`src/rtl/issue_unit.sv`:
```
// Warp issue unit: round-robin issue and exit arbitration over active warps,
// with per-warp active flags and a running count of issue grants.
module issue_unit #(
  parameter int NUM_WARPS    = 8,
  parameter int LOGNUM_WARPS = $clog2(NUM_WARPS)
) (
  input  logic                    clk,
  input  logic                    rst,
  input  logic [NUM_WARPS-1:0]    req_IB_IU,
  input  logic [NUM_WARPS-1:0]    exit_req_IB_IU,
  input  logic                    full_OC_IU,
  input  logic                    Launch_Valid_TM_IU,
  input  logic [LOGNUM_WARPS-1:0] Launch_WarpID_TM_IU,
  output logic [NUM_WARPS-1:0]    grt_IU_IB,
  output logic [NUM_WARPS-1:0]    exit_grt_IU_IB,
  output logic [NUM_WARPS-1:0]    active_mask_IU,
  output logic [31:0]             issue_cnt_IU
);

  localparam int unsigned NW = NUM_WARPS;

  logic [NUM_WARPS-1:0]    active_mask;
  logic [LOGNUM_WARPS-1:0] issue_ptr, exit_ptr;
  logic [LOGNUM_WARPS-1:0] issue_idx, exit_idx;
  logic [LOGNUM_WARPS-1:0] issue_ptr_next, exit_ptr_next;
  logic [31:0]             issue_cnt;
  logic [NUM_WARPS-1:0]    issue_elig, exit_elig, launch_vec;

  // First eligible warp at or above ptr, wrapping past the top index.
  function automatic logic [NUM_WARPS-1:0] rr_pick(
    input logic [NUM_WARPS-1:0]    elig,
    input logic [LOGNUM_WARPS-1:0] ptr
  );
    logic [NUM_WARPS-1:0] g;
    logic                 found;
    int unsigned          idx;
    g     = '0;
    found = 1'b0;
    for (int unsigned i = 0; i < NW; i++) begin
      idx = 32'(ptr) + i;
      if (idx >= NW) idx = idx - NW;
      if (!found && elig[idx]) begin
        g[idx] = 1'b1;
        found  = 1'b1;
      end
    end
    return g;
  endfunction

  function automatic logic [LOGNUM_WARPS-1:0] onehot_idx(input logic [NUM_WARPS-1:0] v);
    logic [LOGNUM_WARPS-1:0] r;
    r = '0;
    for (int unsigned i = 0; i < NW; i++) begin
      if (v[i]) r = i[LOGNUM_WARPS-1:0];
    end
    return r;
  endfunction

  always_comb begin
    exit_elig  = exit_req_IB_IU & active_mask;
    issue_elig = full_OC_IU ? '0 : (req_IB_IU & active_mask & ~exit_req_IB_IU);
    grt_IU_IB      = rst ? '0 : rr_pick(issue_elig, issue_ptr);
    exit_grt_IU_IB = rst ? '0 : rr_pick(exit_elig, exit_ptr);
    issue_idx = onehot_idx(grt_IU_IB);
    exit_idx  = onehot_idx(exit_grt_IU_IB);
    issue_ptr_next = (32'(issue_idx) == NW - 1) ? '0 : issue_idx + 1'b1;
    exit_ptr_next  = (32'(exit_idx)  == NW - 1) ? '0 : exit_idx + 1'b1;
    launch_vec = '0;
    if (Launch_Valid_TM_IU) launch_vec[Launch_WarpID_TM_IU] = 1'b1;
  end

  always_ff @(posedge clk) begin
    if (rst) begin
      active_mask <= '0;
      issue_ptr   <= '0;
      exit_ptr    <= '0;
      issue_cnt   <= '0;
    end else begin
      // Launch is applied after the exit clear so a coinciding launch wins.
      active_mask <= (active_mask & ~exit_grt_IU_IB) | launch_vec;
      if (|grt_IU_IB) begin
        issue_ptr <= issue_ptr_next;
        issue_cnt <= issue_cnt + 32'd1;
      end
      if (|exit_grt_IU_IB) exit_ptr <= exit_ptr_next;
    end
  end

  assign active_mask_IU = active_mask;
  assign issue_cnt_IU   = issue_cnt;

endmodule
```
`config.mk`:
```
export PLATFORM = sky130hd
export DESIGN_NAME = issue_unit
export DESIGN_NICKNAME = d
export VERILOG_FILES = /design/src/rtl/issue_unit.sv
export SDC_FILE = /design/constraint.sdc
export NUM_CORES = 1
export LEC_CHECK = 0
export ABC_CLOCK_PERIOD_IN_PS = 4200
export CORE_ASPECT_RATIO = 1.2
export CORE_MARGIN = 3
export CORE_UTILIZATION = 48
export DETAILED_ROUTE_END_ITERATION = 10
export HOLD_SLACK_MARGIN = 0.12
export PLACE_DENSITY = 0.76
export SYNTH_ARGS = -nofsm -noshare
export SYNTH_HDL_FRONTEND = slang
export SYNTH_SLANG_ARGS = --single-unit
```
`constraint.sdc`:
```
create_clock -name clk -period 4.2 [get_ports clk]
set_input_delay 0.42 -clock clk [delete_from_list [all_inputs] [get_ports clk]]
set_output_delay 0.42 -clock clk [all_outputs]
set_load 0.005 [all_outputs]
```
# Word level (Yosys, flattened, before mapping)
# Index checks and enable logic that the tools add are counted.
[word_totals]
regBits = 46
in_bits = 23
[classes]
addsub = 33
order_cmp = 50
n_eq_ne = 2
n_mux = 132
bitwise = 21
reduce_logical = 47
[ops]
columns = ["op", "count"]
rows = [
  ["$ge 32x1->1 const B", 16],
  ["$lt 32x4->1 const B", 16],
  ["$mux 32", 16],
  ["$mux 8", 20],
  ["$or 8x8->8", 15],
  ["$sub 4x4->5 const B", 14],
  ["$ge 4x4->1 const B", 14],
  ["$demux 1 s3", 17],
  ["$mux 1", 49],
  ["$bmux 1 s3", 16],
  ["$mux 3", 14],
  ["$add 3x3->4 const B", 8],
  ["$add 32x1->32 const B", 1],
  ["$and 8x8->8", 4],
  ["$logic_and 1x1->1", 31],
  ["$add 3x2->4 const B", 4],
  ["$not 8->8", 2],
  ["$reduce_or 8->1", 2],
  ["$logic_not 1->1", 14],
  ["$sub 3x4->5 const B", 2],
  ["$add 3x1->4 const B", 2],
  ["$ge 3x4->1 const B", 2],
  ["$add 3x1->3 const B", 2],
  ["$eq 3x3->1 const B", 2],
  ["2 further kinds", 2],
]

# Longest topological paths before layout
# Gate-level depths: netlist of run 1.
[depth]
ltp_word = 37
ltp_mapped = 19
ltp_nobuf = 16

# Worst setup path after synthesis of run 1
# No wires, ideal clock.
[synth_path]
path_kind = "flip-flop to flip-flop"
start = "reg exit_ptr[0]"
end = "reg exit_ptr[0]"
arrival_time_ns = 4.145
required_ns = 4.099
slack_ns = -0.045
path_stages_with_launch = 17
path_buffers = 3
synth_period_minus_slack_ns = 4.245
cell_sequence = "dfxtp_1 > buf_2 > clkbuf_1 > inv_1 > ha_1 > xnor2_2 > mux4_2 > nand4b_1 > nor2_1 > a211oi_1 > a21oi_1 > or4_1 > buf_2 > ha_1 > ha_1 > or3b_1 > o41ai_1"
[synth_lines]
columns = ["item", "line_no", "text"]
rows = [
  ["from (decl)", "23", "logic [LOGNUM_WARPS-1:0] issue_ptr, exit_ptr;"],
  ["from (signal assigned)", "85", "if (|exit_grt_IU_IB) exit_ptr <= exit_ptr_next;"],
  ["branches (longest 25 deep; another with $ge 32x1->1)", "--", ""],
  ["$mux 8 *", "42", "if (!found && elig[idx]) begin"],
  ["$mux 8 *", "63", "exit_grt_IU_IB = rst ? '0 : rr_pick(exit_elig, exit_ptr);"],
  ["net exit_grt_IU_IB[7]", "15", "output logic [NUM_WARPS-1:0] exit_grt_IU_IB,"],
  ["$mux 3", "54", "if (v[i]) r = i[LOGNUM_WARPS-1:0];"],
  ["$add 3x1->3 or $eq 3x3->1 (tied branches)", "67", "exit_ptr_next = (32'(exit_idx) == NW - 1) ? '0 : exit_idx + 1'b1;"],
  ["$mux 3", "67", ""],
]
# Mark *: on every way through the listed nets, which the timed path passes. The select of a mux whose other input is x is not followed.
# A chain may end at the register's enable or synchronous reset.

# Worst setup path in the final report of run 1
[layout_path]
start = "in exit_req_IB_IU[1]"
end = "out grt_IU_IB[1]"
[layout_via]
elab_chain_cells = 28
[layout_lines]
columns = ["item", "line_no", "text"]
rows = [
  ["from (decl)", "10", "input logic [NUM_WARPS-1:0] exit_req_IB_IU,"],
  ["$not 8->8 *", "61", "issue_elig = full_OC_IU ? '0 : (req_IB_IU & active_mask & ~exit_req_IB_IU);"],
  ["$and 8x8->8 *", "61", ""],
  ["$mux 8 *", "61", ""],
  ["$bmux 1 s3", "42", ""],
  ["$mux 1 (not written as such)", "42", ""],
  ["$mux 1", "42", ""],
  ["$logic_not 1->1", "42", ""],
  ["$logic_and 1x1->1", "42", ""],
  ["(+12 left out)", "--", ""],
  ["$mux 1", "42", ""],
  ["$logic_not 1->1", "42", ""],
  ["$logic_and 1x1->1", "42", ""],
  ["$mux 1", "42", ""],
  ["$logic_not 1->1", "42", ""],
  ["$logic_and 1x1->1", "42", ""],
  ["$mux 8 *", "42", ""],
  ["$mux 8 *", "62", "grt_IU_IB = rst ? '0 : rr_pick(issue_elig, issue_ptr);"],
  ["to (decl)", "14", "output logic [NUM_WARPS-1:0] grt_IU_IB,"],
]
# Mark *: on every way between the ends. The rest lies on a longest branch, timed or not. The select of a mux whose other input is x is not followed.

==> flow_metrics.tcl, run 1 <==
set metrics [dict create \
    tritoncts "built" \
    first_pass_iters 7 \
    peakVddDrop_mv 0.311 \
    syn_inst 758 \
    worst_setup_path_end_kind "primary output" \
    grt_use_total_pct 30.3 \
    drive_gt1_share_pct 28.3 \
    dp_hpwl_um 16900 \
    power.total_mw 3.51 \
    portBuffers 78 \
    synth_edf_count 0 \
    drt_iter0_markers 602 \
    dieHeight_um 130 \
    rows 44 \
    grt_pass1_vias 6683 \
    clk_latency_ps 290 \
    rr_worst_depth 14 \
    fin_crit_ps 4140 \
    power_density_nw_per_um2 432 \
    yosysUniqueCellTypes 99 \
    start_kind "input pin" \
    cts-root-buf "clkbuf_16" \
    min_path_type "reg -> reg" \
    final_cell_mix "buf_4 (126), nand2_1 (86), clkdlybuf4s50_1 (76)" \
    yosysWarnings 0 \
    cts_buffers 5 \
    avgRoutedWirePerCell_um 20.2 \
    n_antenna_cell 0 \
    worst-path-max-fanout 7 \
    cts_max_path_buffers 2 \
    ys_seq_elements 46 \
    io_pins 79 \
    dp.cells 1070 \
    overflow 0 \
    finalCritPeriodShare_pct 98.6 \
    viasPerCell 6.44 \
    final_cells 1083 \
    start_util_pct 49.7 \
    postCtsHoldBufs 0 \
    worstPathArrival_ps 3720 \
    clkTransAtPathRegs_ps 60 \
    antenna_left 0 \
    htreeDepth 2 \
    outcome "completed" \
    syn-num-nets 801 \
    finalHoldViolCount 0 \
    drcViolationCount 0 \
    ys_seq_area_share_pct 15.1 \
    fin_nets 965 \
    hold_depth 1 \
    slew_violations 0 \
    p_leak_nw 3.01 \
    gp_congestion 0.977 \
    drv_cap 0 \
    cts_sinks 46 \
    grt_max_degree 74 \
    synthToLayoutAreaGrowth_pct 32.9 \
    fin_skew_ps 2.58 \
    cp.required_ps 3780 \
    mostFrequentLayoutCell "buf_4" \
    grt_antenna_before_repair 0 \
    core_um2 12300 \
    worst-setup-path-type "in -> out" \
    slew_headroom_pct 36.6 \
    synth-async-reset-ratio_pct 0 \
    syn-cell-area_um2 6110 \
    tightest_slew_ps 948 \
    routed_wl_um 21800 \
    grt_pass1_wl_um 34600 \
    dieArea_um2 14100 \
    final_util_pct 66.1 \
    fillers 1022 \
    synth_ff_type "dfxtp_1" \
    setup_viol_count_final 0 \
    die_x_um 109 \
    postSynthAreaPerCell_um2 8.06 \
    vias 6977 \
    timing.fmax_mhz 241 \
]
[cell families (layout without fill, tap and decap cells)]
logic type	Yosys count	in the layout	share of synthesized area [%]
fa+ha+maj	20	20	4.10
buf+inv	67	231	5.65
mux	59	59	15.0
compound gates	198	198	26.3
simple gates	357	357	31.9
xor+xnor	11	11	1.95
flops	46	46	15.1
[flip-flops by register name, indices dropped and copies added (netlist names)]
signal / cells
issue_ptr: 3
exit_ptr: 3
issue_cnt_IU: 32
active_mask_IU: 8
[report_power, final]
group | internal, mW | switching (mW)
combinational | 1.10 | 1.50
sequential | 0.477 | 0.0436
clock | 0.218 | 0.163
[final timing paths]
path,startpoint,end,slack [ps]
setup / recovery,exit_req_IB_IU[1],grt_IU_IB[1],60
hold / removal,issue_cnt_IU[0],issue_cnt_IU[0],520
setup reg to reg,exit_ptr[0],exit_ptr[0],210
hold reg to reg,issue_cnt_IU[0],issue_cnt_IU[0],520
[timing repair]
action                     CTS  global route
setup buffers                2             4
resized for setup            3            37
setup endpoints to repair    9            16
pin swaps                    1             4
[layer usage]
layer / GRT usage (%) / routed length [um] / vias up
met2: 49.5 / 10300 / 323
met1: 41.2 / 9330 / 3362
met4: 8.92 / 508 / 0
li1: - / - / 3248
met5: 0 / 0 / -
met3: 4.73 / 1740 / 44
[synthesized netlist by cell type (all sizes together), types with 20 or more instances]
library cell,n,area [um^2]
ha,20,250
nor3,24,120
nor2,64,240
o21ai,28,140
buf,23,180
nand3,47,250
clkbuf,29,109
nor2b,35,219
mux2,35,488
nand2,87,327
o22ai,36,369
a21oi,22,114
dfxtp,46,921
[worst max-delay path, cell delays in order]
cell	delay (ps)
clkdlybuf4s50_1	510
buf_4	150
nand4bb_1	160
buf_4	140
o22ai_1	140
nor3_2	220
o211ai_2	90
buf_4	180
buf_4	160
a211o_4	370
or3_1	340
o211a_1	190
a21oi_1	140
clkdlybuf4s50_1	520
[stage by stage]
step / setup TNS (ps) / hold slack (ps) / setup WS (ps) / cell area [um^2]
final: 0 / 525 / 58.2 / 8120
after global routing: -31.0 / 571 / -14.3 / 8120
after CTS: 0 / 531 / 9.49 / 7950
after detailed placement: -3910 / 514 / -174 / 7790
after global placement: -4040 / 501 / -247 / 7790
after floorplan: 0 / 479 / 7.96 / 6120
[area by class of cell]
type                    count  area (um^2)  area share (%)
multi-input cells         645         5000            61.6
repair buffers            209         1810            22.3
flip-flops and latches     46          922            11.4
well taps                 161          201            2.48
clock buffers               7          133            1.63
inverters                  15         56.3           0.694
Power figures use the tool's default switching activity.
==> inputs of run 2 (changes only) <==
==> constraint.sdc (replaced) <==
create_clock -name clk -period 4.2 [get_ports clk]
set_input_delay 0.42 -clock clk [delete_from_list [all_inputs] [get_ports clk]]
set_output_delay 0.42 -clock clk [all_outputs]
set_load 0.05 [all_outputs]
==> flow_metrics.tcl, run 2 (synthesized netlist as in run 1, its figures left out) <==
set metrics [dict create \
    outcome "finished with violations" \
    violations "DRC" \
    core_um2 12300 \
    drive_gt1_share_pct 27.8 \
    dp_hpwl_um 16900 \
    power_density_nw_per_um2 463 \
    dp_slack_ps -276 \
    peakVddDrop_mv 0.394 \
    power.total_mw 3.77 \
    crit_path_start "full_OC_IU" \
    slowest_delay_ps 570 \
    largest_reg_flops 32 \
    n_antenna_cell 0 \
    grt_setup_unrepaired "yes" \
    grt_pass1_vias 6815 \
    cts_max_path_buffers 2 \
    rows 44 \
    worst_setup_path_end_kind "register" \
    dieHeight_um 130 \
    cpMostUsedCell "ha_1" \
    vias 6974 \
    clkTransAtPathRegs_ps 60 \
    dp.cells 1055 \
    cts_buffers 5 \
    portBuffers 78 \
    slew_headroom_pct 33.8 \
    start_kind "input pin" \
    synthToLayoutAreaGrowth_pct 33.6 \
    final_cell_mix "buf_4 (109), nand2_1 (86), clkdlybuf4s50_1 (61)" \
    path_cells "clkdlybuf4s50_1 > buf_4 > nor4bb_2 > mux2i_1 > mux4_2 > o21bai_1 > a2111oi_4 > a32oi_1 > o211a_1 > nor2_4 > nor2_1 > o31ai_1 > ha_1 > ha_1 > o21ai_0 > o41ai_1" \
    grt_pass1_wl_um 34800 \
    seq_area_um2 921 \
    first_pass_iters 10 \
    gp_congestion 1.01 \
    worstPathArrival_ps 4220 \
    final_cells 1064 \
    worst-setup-path-type "in -> reg" \
    drv_cap 0 \
    die_x_um 109 \
    fin_ws_ps 141 \
    multi_input_area_um2 4970 \
    finalHoldViolCount 0 \
    grt_antenna_before_repair 0 \
    viasPerCell 6.55 \
    reg2reg_slack_ps 220 \
    cts-root-buf "clkbuf_16" \
    mostFrequentLayoutCell "buf_4" \
    worst_r2r_endpoint "exit_ptr[0]" \
    whs_ps 528 \
    fin_nets 945 \
    tritoncts "built" \
    fin_skew_ps 3.88 \
    fillers 1012 \
    finalSetupTns_ps 0 \
    drcViolationCount 1 \
    clk_latency_ps 290 \
    timing.fmax_mhz 246 \
    avgRoutedWirePerCell_um 20.4 \
    hold_depth 2 \
    postCtsHoldBufs 0 \
    worst-path-max-fanout 15 \
    dieArea_um2 14100 \
    start_util_pct 49.7 \
    finalCritPeriodShare_pct 96.6 \
    grt_max_degree 69 \
    r2r-start "exit_ptr[1]" \
    overflow 0 \
    htreeDepth 2 \
    crit_slowest_cell "mux4_2" \
    p_leak_nw 3.03 \
    slew_violations 0 \
    setup_viol_count_final 0 \
    grt_use_total_pct 30.5 \
    fin_crit_ps 4060 \
    routed_wl_um 21700 \
    io_pins 79 \
    drt_iter0_markers 706 \
    antenna_left 0 \
    tightest_slew_ps 989 \
    min_path_type "in -> reg" \
    rr_worst_depth 14 \
    cp.required_ps 4360 \
    cp-endpoint "issue_ptr[2]" \
    cts_sinks 46 \
    min-delay-start "rst" \
]
## run 2: cell types whose count changed in the layout (fill, tap and decap cells not counted), sizes merged
cell and change:
bufinv +2, clkbuf -2, clkdlybuf4s50 -15, buf -4
## run 2: final cells by class
class | instances | share of cell area, %
clock buffers | 6 | 1.70
clock inverters | 2 | 0.736
inverters | 15 | 0.690
multi-input cells | 645 | 60.9
flip-flops and latches | 46 | 11.3
well taps | 161 | 2.47
repair buffers | 189 | 22.2
## run 2: worst min path at each step
stage / end
finish: active_mask_IU[0]
global route: active_mask_IU[0]
CTS: issue_cnt_IU[1]
detailed placement: issue_cnt_IU[1]
global placement: issue_cnt_IU[1]
floorplan: active_mask_IU[7]
## run 2: where the power goes
| group | switching (mW) | total [mW] | internal, mW |
|---|---|---|---|
| Clock | 0.171 | 0.529 | 0.357 |
| Sequential | 0.0516 | 0.528 | 0.476 |
| Combinational | 1.62 | 2.72 | 1.10 |
| Total | 1.84 | 3.77 | 1.93 |
## run 2: worst max-delay path, delay by kind of cell
family                     cells  cell delay, ps
AOI/OAI and AO/OA              7            1440
muxes                          2             750
and+or+nand+nor                3             590
buffers and inverters          2             580
adders and majority gates      2             430
## run 2: layer usage
layer  vias to the layer above  routed length [um]  track usage [%]
li1                       3209                   -                -
met1                      3302                9000             40.0
met2                       406               10500             51.9
met3                        57                1640             2.89
met4                         0                 555             10.6
met5                         -                   0                0
## run 2: through the flow
stage	utilization, %	area (um^2)
detailed placement	64.6	7930
CTS	66.2	8130
global placement	64.6	7930
finish	66.4	8160
floorplan	-	6220
global route	66.4	8160
## run 2: what timing repair did
action | in CTS | in global routing
endpoints found under the setup margin | 0 | 36
gates resized for setup | 0 | 8
setup buffers | 0 | 1
